`config.mk`:
```
export PLATFORM = sky130hd
export DESIGN_NAME = or_pattern_sequencer
export DESIGN_NICKNAME = d
export VERILOG_FILES = /design/src/rtl/or_pattern_sequencer.sv
export SDC_FILE = /design/constraint.sdc
export NUM_CORES = 1
export LEC_CHECK = 0
export ABC_CLOCK_PERIOD_IN_PS = 2650
export BUFFER_PORTS_ARGS = -buffer_cell sky130_fd_sc_hd__buf_4
export CAP_MARGIN = 20
export CORE_ASPECT_RATIO = 1.5
export CORE_UTILIZATION = 25
export CTS_BUF_LIST = sky130_fd_sc_hd__clkbuf_8
export DETAILED_ROUTE_END_ITERATION = 12
export PLACE_DENSITY = 0.52
export SLEW_MARGIN = 20
export SYNTH_ARGS = -nofsm -noshare
export SYNTH_HDL_FRONTEND = slang
export SYNTH_SLANG_ARGS = --single-unit
```
`constraint.sdc`:
```
create_clock -name clk -period 2.65 [get_ports clk]
set_clock_uncertainty 0.2 [all_clocks]
set_input_delay 0 -clock clk [delete_from_list [all_inputs] [get_ports clk]]
set_output_delay 0 -clock clk [all_outputs]
set_load 0.005 [all_outputs]
```
`src/rtl/or_pattern_sequencer.sv`:
```
// or_pattern_sequencer: walks a latched DEPTH-entry enable pattern, holding
// each step for HOLD cycles. Each step puts its index on a_out and a solid
// enable word on en_out. It also produces a registered gated result (b_out)
// and the OR of every b_out value in the run (acc_out).
//
// Handshake: start is taken only in IDLE and only when stop is low on the
// same edge. stop at any RUN edge ends the run on that edge. done and
// aborted are one-cycle registered pulses that mark the first IDLE cycle
// after a normal or an aborted run. busy is high exactly while the FSM is
// in RUN, so it also serves as the observable FSM state.
module or_pattern_sequencer #(
    parameter int WIDTH = 4,
    parameter int CH    = 3,
    parameter int DEPTH = 4,
    parameter int HOLD  = 5,
    localparam int IW   = (DEPTH > 1) ? $clog2(DEPTH) : 1
) (
    input  logic             clk,
    input  logic             rst_n,
    input  logic             start,
    input  logic             stop,
    input  logic [DEPTH-1:0] pattern,
    output logic             busy,
    output logic             done,
    output logic             aborted,
    output logic [IW-1:0]    step_idx,
    output logic [WIDTH-1:0] a_out,
    output logic [CH-1:0]    en_out,
    output logic [WIDTH-1:0] b_out,
    output logic [WIDTH-1:0] acc_out
);

    localparam int HW = (HOLD > 1) ? $clog2(HOLD) : 1;
    localparam logic [IW-1:0] LAST_STEP = IW'(DEPTH - 1);
    localparam logic [HW-1:0] LAST_HOLD = HW'(HOLD - 1);

    typedef enum logic {
        IDLE = 1'b0,
        RUN  = 1'b1
    } stateT;

    stateT            state;
    logic [DEPTH-1:0] patQ;
    logic [HW-1:0]    holdCnt;
    logic [IW-1:0]    nextStep;

    // Index of the step that follows the current one; it is only consumed
    // when the current step is not the last, so it never leaves 0..DEPTH-1.
    always_comb begin
        nextStep = step_idx + IW'(1);
    end

    // Sequencer FSM with every output registered.
    always_ff @(posedge clk or negedge rst_n) begin
        if (!rst_n) begin
            state    <= IDLE;
            patQ     <= '0;
            holdCnt  <= '0;
            busy     <= 1'b0;
            done     <= 1'b0;
            aborted  <= 1'b0;
            step_idx <= '0;
            a_out    <= '0;
            en_out   <= '0;
            b_out    <= '0;
            acc_out  <= '0;
        end else begin
            done    <= 1'b0;
            aborted <= 1'b0;
            // Gated result: one cycle behind a_out/en_out, also in IDLE.
            b_out   <= (|en_out) ? a_out : '0;

            case (state)
                IDLE: begin
                    // The cycle after a normal finish folds in the final b_out.
                    if (done) begin
                        acc_out <= acc_out | b_out;
                    end
                    if (start && !stop) begin
                        state    <= RUN;
                        busy     <= 1'b1;
                        patQ     <= pattern;
                        holdCnt  <= '0;
                        step_idx <= '0;
                        a_out    <= '0;
                        en_out   <= {CH{pattern[0]}};
                        acc_out  <= '0;
                    end
                end

                RUN: begin
                    if (stop) begin
                        // Abort freezes a_out, step_idx and acc_out as they are.
                        state   <= IDLE;
                        busy    <= 1'b0;
                        aborted <= 1'b1;
                        en_out  <= '0;
                    end else begin
                        acc_out <= acc_out | b_out;
                        if (holdCnt == LAST_HOLD) begin
                            holdCnt <= '0;
                            if (step_idx == LAST_STEP) begin
                                state  <= IDLE;
                                busy   <= 1'b0;
                                done   <= 1'b1;
                                en_out <= '0;
                            end else begin
                                step_idx <= nextStep;
                                a_out    <= a_out + WIDTH'(1);
                                en_out   <= {CH{patQ[nextStep]}};
                            end
                        end else begin
                            holdCnt <= holdCnt + HW'(1);
                        end
                    end
                end

                default: begin
                    state <= IDLE;
                    busy  <= 1'b0;
                end
            endcase
        end
    end

endmodule
```
Yosys cells after proc, flatten, opt, wreduce, memory -nomap -nowiden
Cells that the tools add are included.
W data, S select, Z words.
{ "totals": {"reg_bits": 28, "inputBits": 8, "output_inout_bits": 20, "word_cells": 77} }
{ "classes": {"n_addsub": 3, "magnitude_cmp": 1, "eq_ne": 9, "mux": 42, "bitwise": 2, "n_reduce_logical": 9} }
{ "op_table": {"columns": ["operator", "count"], "rows": [
  ["$mux W4", 8],
  ["$mux W3", 7],
  ["$pmux W4 S2", 2],
  ["$mux W1", 15],
  ["$pmux W3 S2", 2],
  ["$mux W2", 4],
  ["$reduce_and A2 Y1", 4],
  ["$ne A2 B2 Y1 const B", 3],
  ["$ne A3 B2 Y1 const B", 2],
  ["$add A4 B1 Y4 const B", 1],
  ["$or A4 B4 Y4", 1],
  ["$pmux W1 S2", 2],
  ["$pmux W2 S2", 1],
  ["$reduce_and A4 Y1", 1],
  ["$add A3 B1 Y3 const B", 1],
  ["$eq A3 B3 Y1 const B", 1],
  ["$lt A2 B3 Y1 const B", 1],
  ["$ne A3 B3 Y1 const B", 1],
  ["$reduce_and A3 Y1", 1],
  ["$reduce_or A3 Y1", 1],
  ["$add A2 B1 Y2 const B", 1],
  ["$bmux W1 S2", 1],
  ["$eq A2 B2 Y1 const B", 1],
  ["$ne A2 B1 Y1 const B", 1],
  ["3 further kinds", 3]
]} }

Depth between registers and ports, before layout
{ "depth": {"word_depth": 7, "ltp_mapped": 5, "ltp_nobuf": 5} }

Worst setup path after synthesis
Ideal clock, no wire load.
{ "synth_timing": {"path_kind": "reg-to-reg", "start": "register step_idx[0]", "end": "register en_out[1]", "setup_time_ns": 0.126, "arrival_ns": 1.443, "required_ns": 2.324, "setup_slack_ns": 0.881, "stages_incl_launch_ff": 5, "n_path_buf": 0, "period_less_slack_ns": 1.769, "cell_sequence": "dfrtp_1 > ha_1 > mux4_2 > and4_4 > a221o_1"} }
{ "synth_between": {"elab_chain_len": 7, "elab_cells_between_ends": 8, "classes_between": "add/sub (1); eq/ne (1); mux (6)"} }
{ "synth_rtl": {"columns": ["item", "line", "text"], "rows": [
  ["start, declared", "26", "output logic [IW-1:0] step_idx,"],
  ["start signal, assigned", "108", "step_idx <= nextStep;"],
  ["$add A2 B1 Y2", "50", "nextStep = step_idx + IW'(1);"],
  ["$bmux W1 S2", "110", "en_out <= {CH{patQ[nextStep]}};"],
  ["$mux W1 (implied by the code)", "110", null],
  ["$mux W3 *", "102", "if (step_idx == LAST_STEP) begin"],
  ["$mux W3 *", "100", "if (holdCnt == LAST_HOLD) begin"],
  ["$mux W3 *", "92", "if (stop) begin"],
  ["$pmux W3 S2 *", "73", "case (state)"],
  ["end signal, assigned", "86", "en_out <= {CH{pattern[0]}};"],
  ["end signal, assigned", "110", null],
  ["end, declared", "28", "output logic [CH-1:0] en_out,"]
]} }
Mark *: on every way between the ends. The rest lies on a longest branch, timed or not. The select of a mux whose other input is x is not followed.
A chain may end at the register's enable or synchronous reset.

Final worst setup path
Ends and elaborated chain as after synthesis.

==> results.sh <==
export IMPL_status="completed"
export IMPL_clkTransAtPathRegs_ns=0.09
export IMPL_drc=0
export IMPL_grt_pass1_wl_um=4460
export IMPL_final_common_cell="buf_4"
export IMPL_core_area_mm2=0.00462
export IMPL_critPathSlowestCell="dfrtp_1"
export IMPL_power_density_mw_per_mm2=637
export IMPL_design_area_mm2=0.00164
export IMPL_htreeDepth=1
export IMPL_drt_first_pass_iters=4
export IMPL_setup_viol=0
export IMPL_rr_startpoint="step_idx[0]$_DFFE_PN0P_"
export IMPL_fin_nets=157
export IMPL_pwr_share_clk_pct=24.4
export IMPL_maxCapViolations=0
export IMPL_num_rows=30
export IMPL_synthesis_area_mm2=0.00123
export IMPL_wl_per_cell_um=13.0
export IMPL_grt_util_all_layers_pct=11.4
export IMPL_die_height_um=87.9
export IMPL_final_layout_size_suffix_gt1_share_pct=29.2
export IMPL_syn_avg_cell_area_um2=11.3
export IMPL_routabilityCongestion=0.746
export IMPL_rsz0062_at_grt="no"
export IMPL_clockRootBuffer="clkbuf_8"
export IMPL_finalCritPeriodShare_pct=68.6
export IMPL_dp_hpwl_um=2030
export IMPL_final_cell_mix="buf_4 (27), dfrtp_1 (26), a21oi_1 (12)"
export IMPL_initial_core_util_pct=26.6
export IMPL_ys_flop_type="dfrtp_1"
export IMPL_clk_latency_ns=0.27
export IMPL_ys_seq_elements=26
export IMPL_slowest_delay_ns=0.45
export IMPL_ios=28
export IMPL_tns_ns=0
export IMPL_setup_ws_ns=0.832
export IMPL_ys_warn_count=0
export IMPL_clockBufferDepth=2
export IMPL_cts_buffers=3
export IMPL_syn_to_final_growth_pct=33.2
export IMPL_multi_input_area_um2=523
export IMPL_yosys_area_share_adder_pct=4.07
export IMPL_hp_class="in2reg"
export IMPL_antenna_cells=0
export IMPL_combPwrFrac_pct=25.0
export IMPL_port_buffers=27
export IMPL_grt_overflow_total=0
export IMPL_synth_compound_area_share_pct=13.1
export IMPL_required_ns=2.61
export IMPL_grt_max_degree=27
export IMPL_min_from="pattern[1]"
export IMPL_dieWidth_um=59.3
export IMPL_cp_num_buf_inv=0
export IMPL_hold_viol=0
export IMPL_fillers=457
export IMPL_rr_endpoint="en_out[1]$_DFFE_PN0P_"
export IMPL_p_switching_w=0.000302
export IMPL_rrSetupSlack_ns=0.83
export IMPL_placed_area_mm2=0.00148
export IMPL_grt_pass1_vias=975
export IMPL_via_per_inst=4.69
export IMPL_fmax_mhz=550
export IMPL_vdd_drop_max_v=0.000235
export IMPL_cts_tree="yes"
export IMPL_die_area_mm2=0.00521
export IMPL_synthSimpleGateAreaFrac_pct=16.5
export IMPL_postCtsSetupBuffers=0
export IMPL_cp_top_family="flip-flops"
export IMPL_dp_slack_ns=0.832
export IMPL_leakagePower_nw=0.773
export IMPL_muxShareOfSynthArea_pct=8.85
export IMPL_worstSetupPathType="reg2reg"
export IMPL_internal_power_w=0.000741
export IMPL_relSlewSlack_pct=66.7
export IMPL_crit_chain="ha_1, mux4_2, and4_4, a221o_1"
export IMPL_synth_cells=109
export IMPL_slew_violations=0
export IMPL_power_w=0.00104
export IMPL_cp_end_kind="register"
export IMPL_worst_pin_slew_ns=0.500
export IMPL_start_kind="register"
export IMPL_synth_seq_area_share_pct=52.9
export IMPL_reg2reg_depth=4
export IMPL_crit_fanout=4
export IMPL_synth_xor_area_share_pct=0
export IMPL_ant_nets=0
export IMPL_synth_top_family_by_area="simple AND/OR/NAND/NOR gates"
export IMPL_fin_crit_ns=1.82
export IMPL_synthArstFlopShare_pct=100
export IMPL_synth_nets=121
export IMPL_pwr_share_seq_pct=50.6
export IMPL_switching_share_pct=29.0
export IMPL_drt_iter0_markers=24
export IMPL_routed_wl_um=2700
export IMPL_hold_end="patQ[1]$_DFFE_PN0P_"
export IMPL_cts_sinks=26
export IMPL_hold_depth=3
export IMPL_worstPathArrival_ns=1.78
export IMPL_grt_antenna_before_repair=0
export IMPL_synth_cell_type_count=34
export IMPL_num_vias=976
export IMPL_seq_area_um2=651
export IMPL_synth_edf_count=0
-- cell families after synthesis --
family	after synthesis
adders and majority gates	4
and+or+nand+nor	30
DFF	26
muxes	9
AOI/OAI and AO/OA	28
buffers and inverters	12
-- power groups by stage --
stage               sequential, W  combinational, W  clock, W
floorplan                0.000509          0.000176         0
global placement         0.000530          0.000243         0
detailed placement       0.000538          0.000251         0
CTS                      0.000529          0.000264  0.000264
global route             0.000541          0.000290  0.000283
finish                   0.000528          0.000261  0.000255
-- Yosys cell counts, types with 2 or more instances --
library cell,count,area share [%]
nand4_1,2,1.0
nand2b_1,3,1.5
nand3_1,2,0.81
and2_1,5,2.5
inv_1,7,2.1
o21ai_0,9,3.7
dfrtp_1,26,53
nand3b_1,2,1.2
ha_1,4,4.1
mux2i_1,3,2.4
mux2_2,5,4.6
buf_4,2,1.2
nand2_1,3,0.92
nor2_1,3,0.92
buf_2,3,1.2
a21oi_1,12,4.9
-- worst reg2reg max path, stage by stage (launching register included) --
cell and delay [ns]:
dfrtp_1 0.45, ha_1 0.33, mux4_2 0.29, and4_4 0.20
a221o_1 0.25
-- metal layers --
layer,wire (µm),track usage [%],share of wire (%),up-vias
met4,42,4.55,1.6,0
li1,-,-,-,459
met5,0,0,0,-
met3,114,2.36,4.2,4
met1,1100,12.7,41,484
met2,1450,20.7,53,29
-- how the worst max path moves through the flow --
stage	slack, ns	end	cells after the start	start
after floorplan	0.88	en_out[1]$_DFFE_PN0P_	4	step_idx[0]$_DFFE_PN0P_
after global placement	0.88	en_out[1]$_DFFE_PN0P_	4	step_idx[0]$_DFFE_PN0P_
after detailed placement	0.83	en_out[1]$_DFFE_PN0P_	4	step_idx[0]$_DFFE_PN0P_
after CTS	0.82	en_out[1]$_DFFE_PN0P_	4	step_idx[0]$_DFFE_PN0P_
after global routing	0.69	a_out[0]$_DFFE_PN0P_	4	step_idx[0]$_DFFE_PN0P_
final	0.83	en_out[1]$_DFFE_PN0P_	4	step_idx[0]$_DFFE_PN0P_
-- sequential cells by signal, summed over array words and instances, names as in the netlist --
register,flops
a_out,4
aborted,1
acc_out,4
b_out,4
busy,1
done,1
en_out,1
holdCnt,3
patQ,4
state,1
step_idx,2
-- area by class of cell --
cell class	count	share of cell area, %
Tap cell	64	4.89
Clock buffer	4	3.36
Timing Repair Buffer	36	18.5
Multi-Input combinational cell	71	31.9
Inverter	7	1.60
Sequential cell	26	39.7
-- through the flow --
stage	hold WS, ns	utilization (%)	std cells
5_1_grt	0.308	35.5	208
3_5_place_dp	-0.266	32.1	195
3_3_place_gp	-0.270	32.1	195
2_1_floorplan	-0.496	-	109
4_1_cts	0.293	35.5	208
6_report	0.298	35.5	208
-- repair_timing --
action,in CTS,in global routing
resized for setup,0,0
hold buffers,9,0
hold endpoints to repair,45,0
Note: power is estimated with default switching activity, not from simulation.
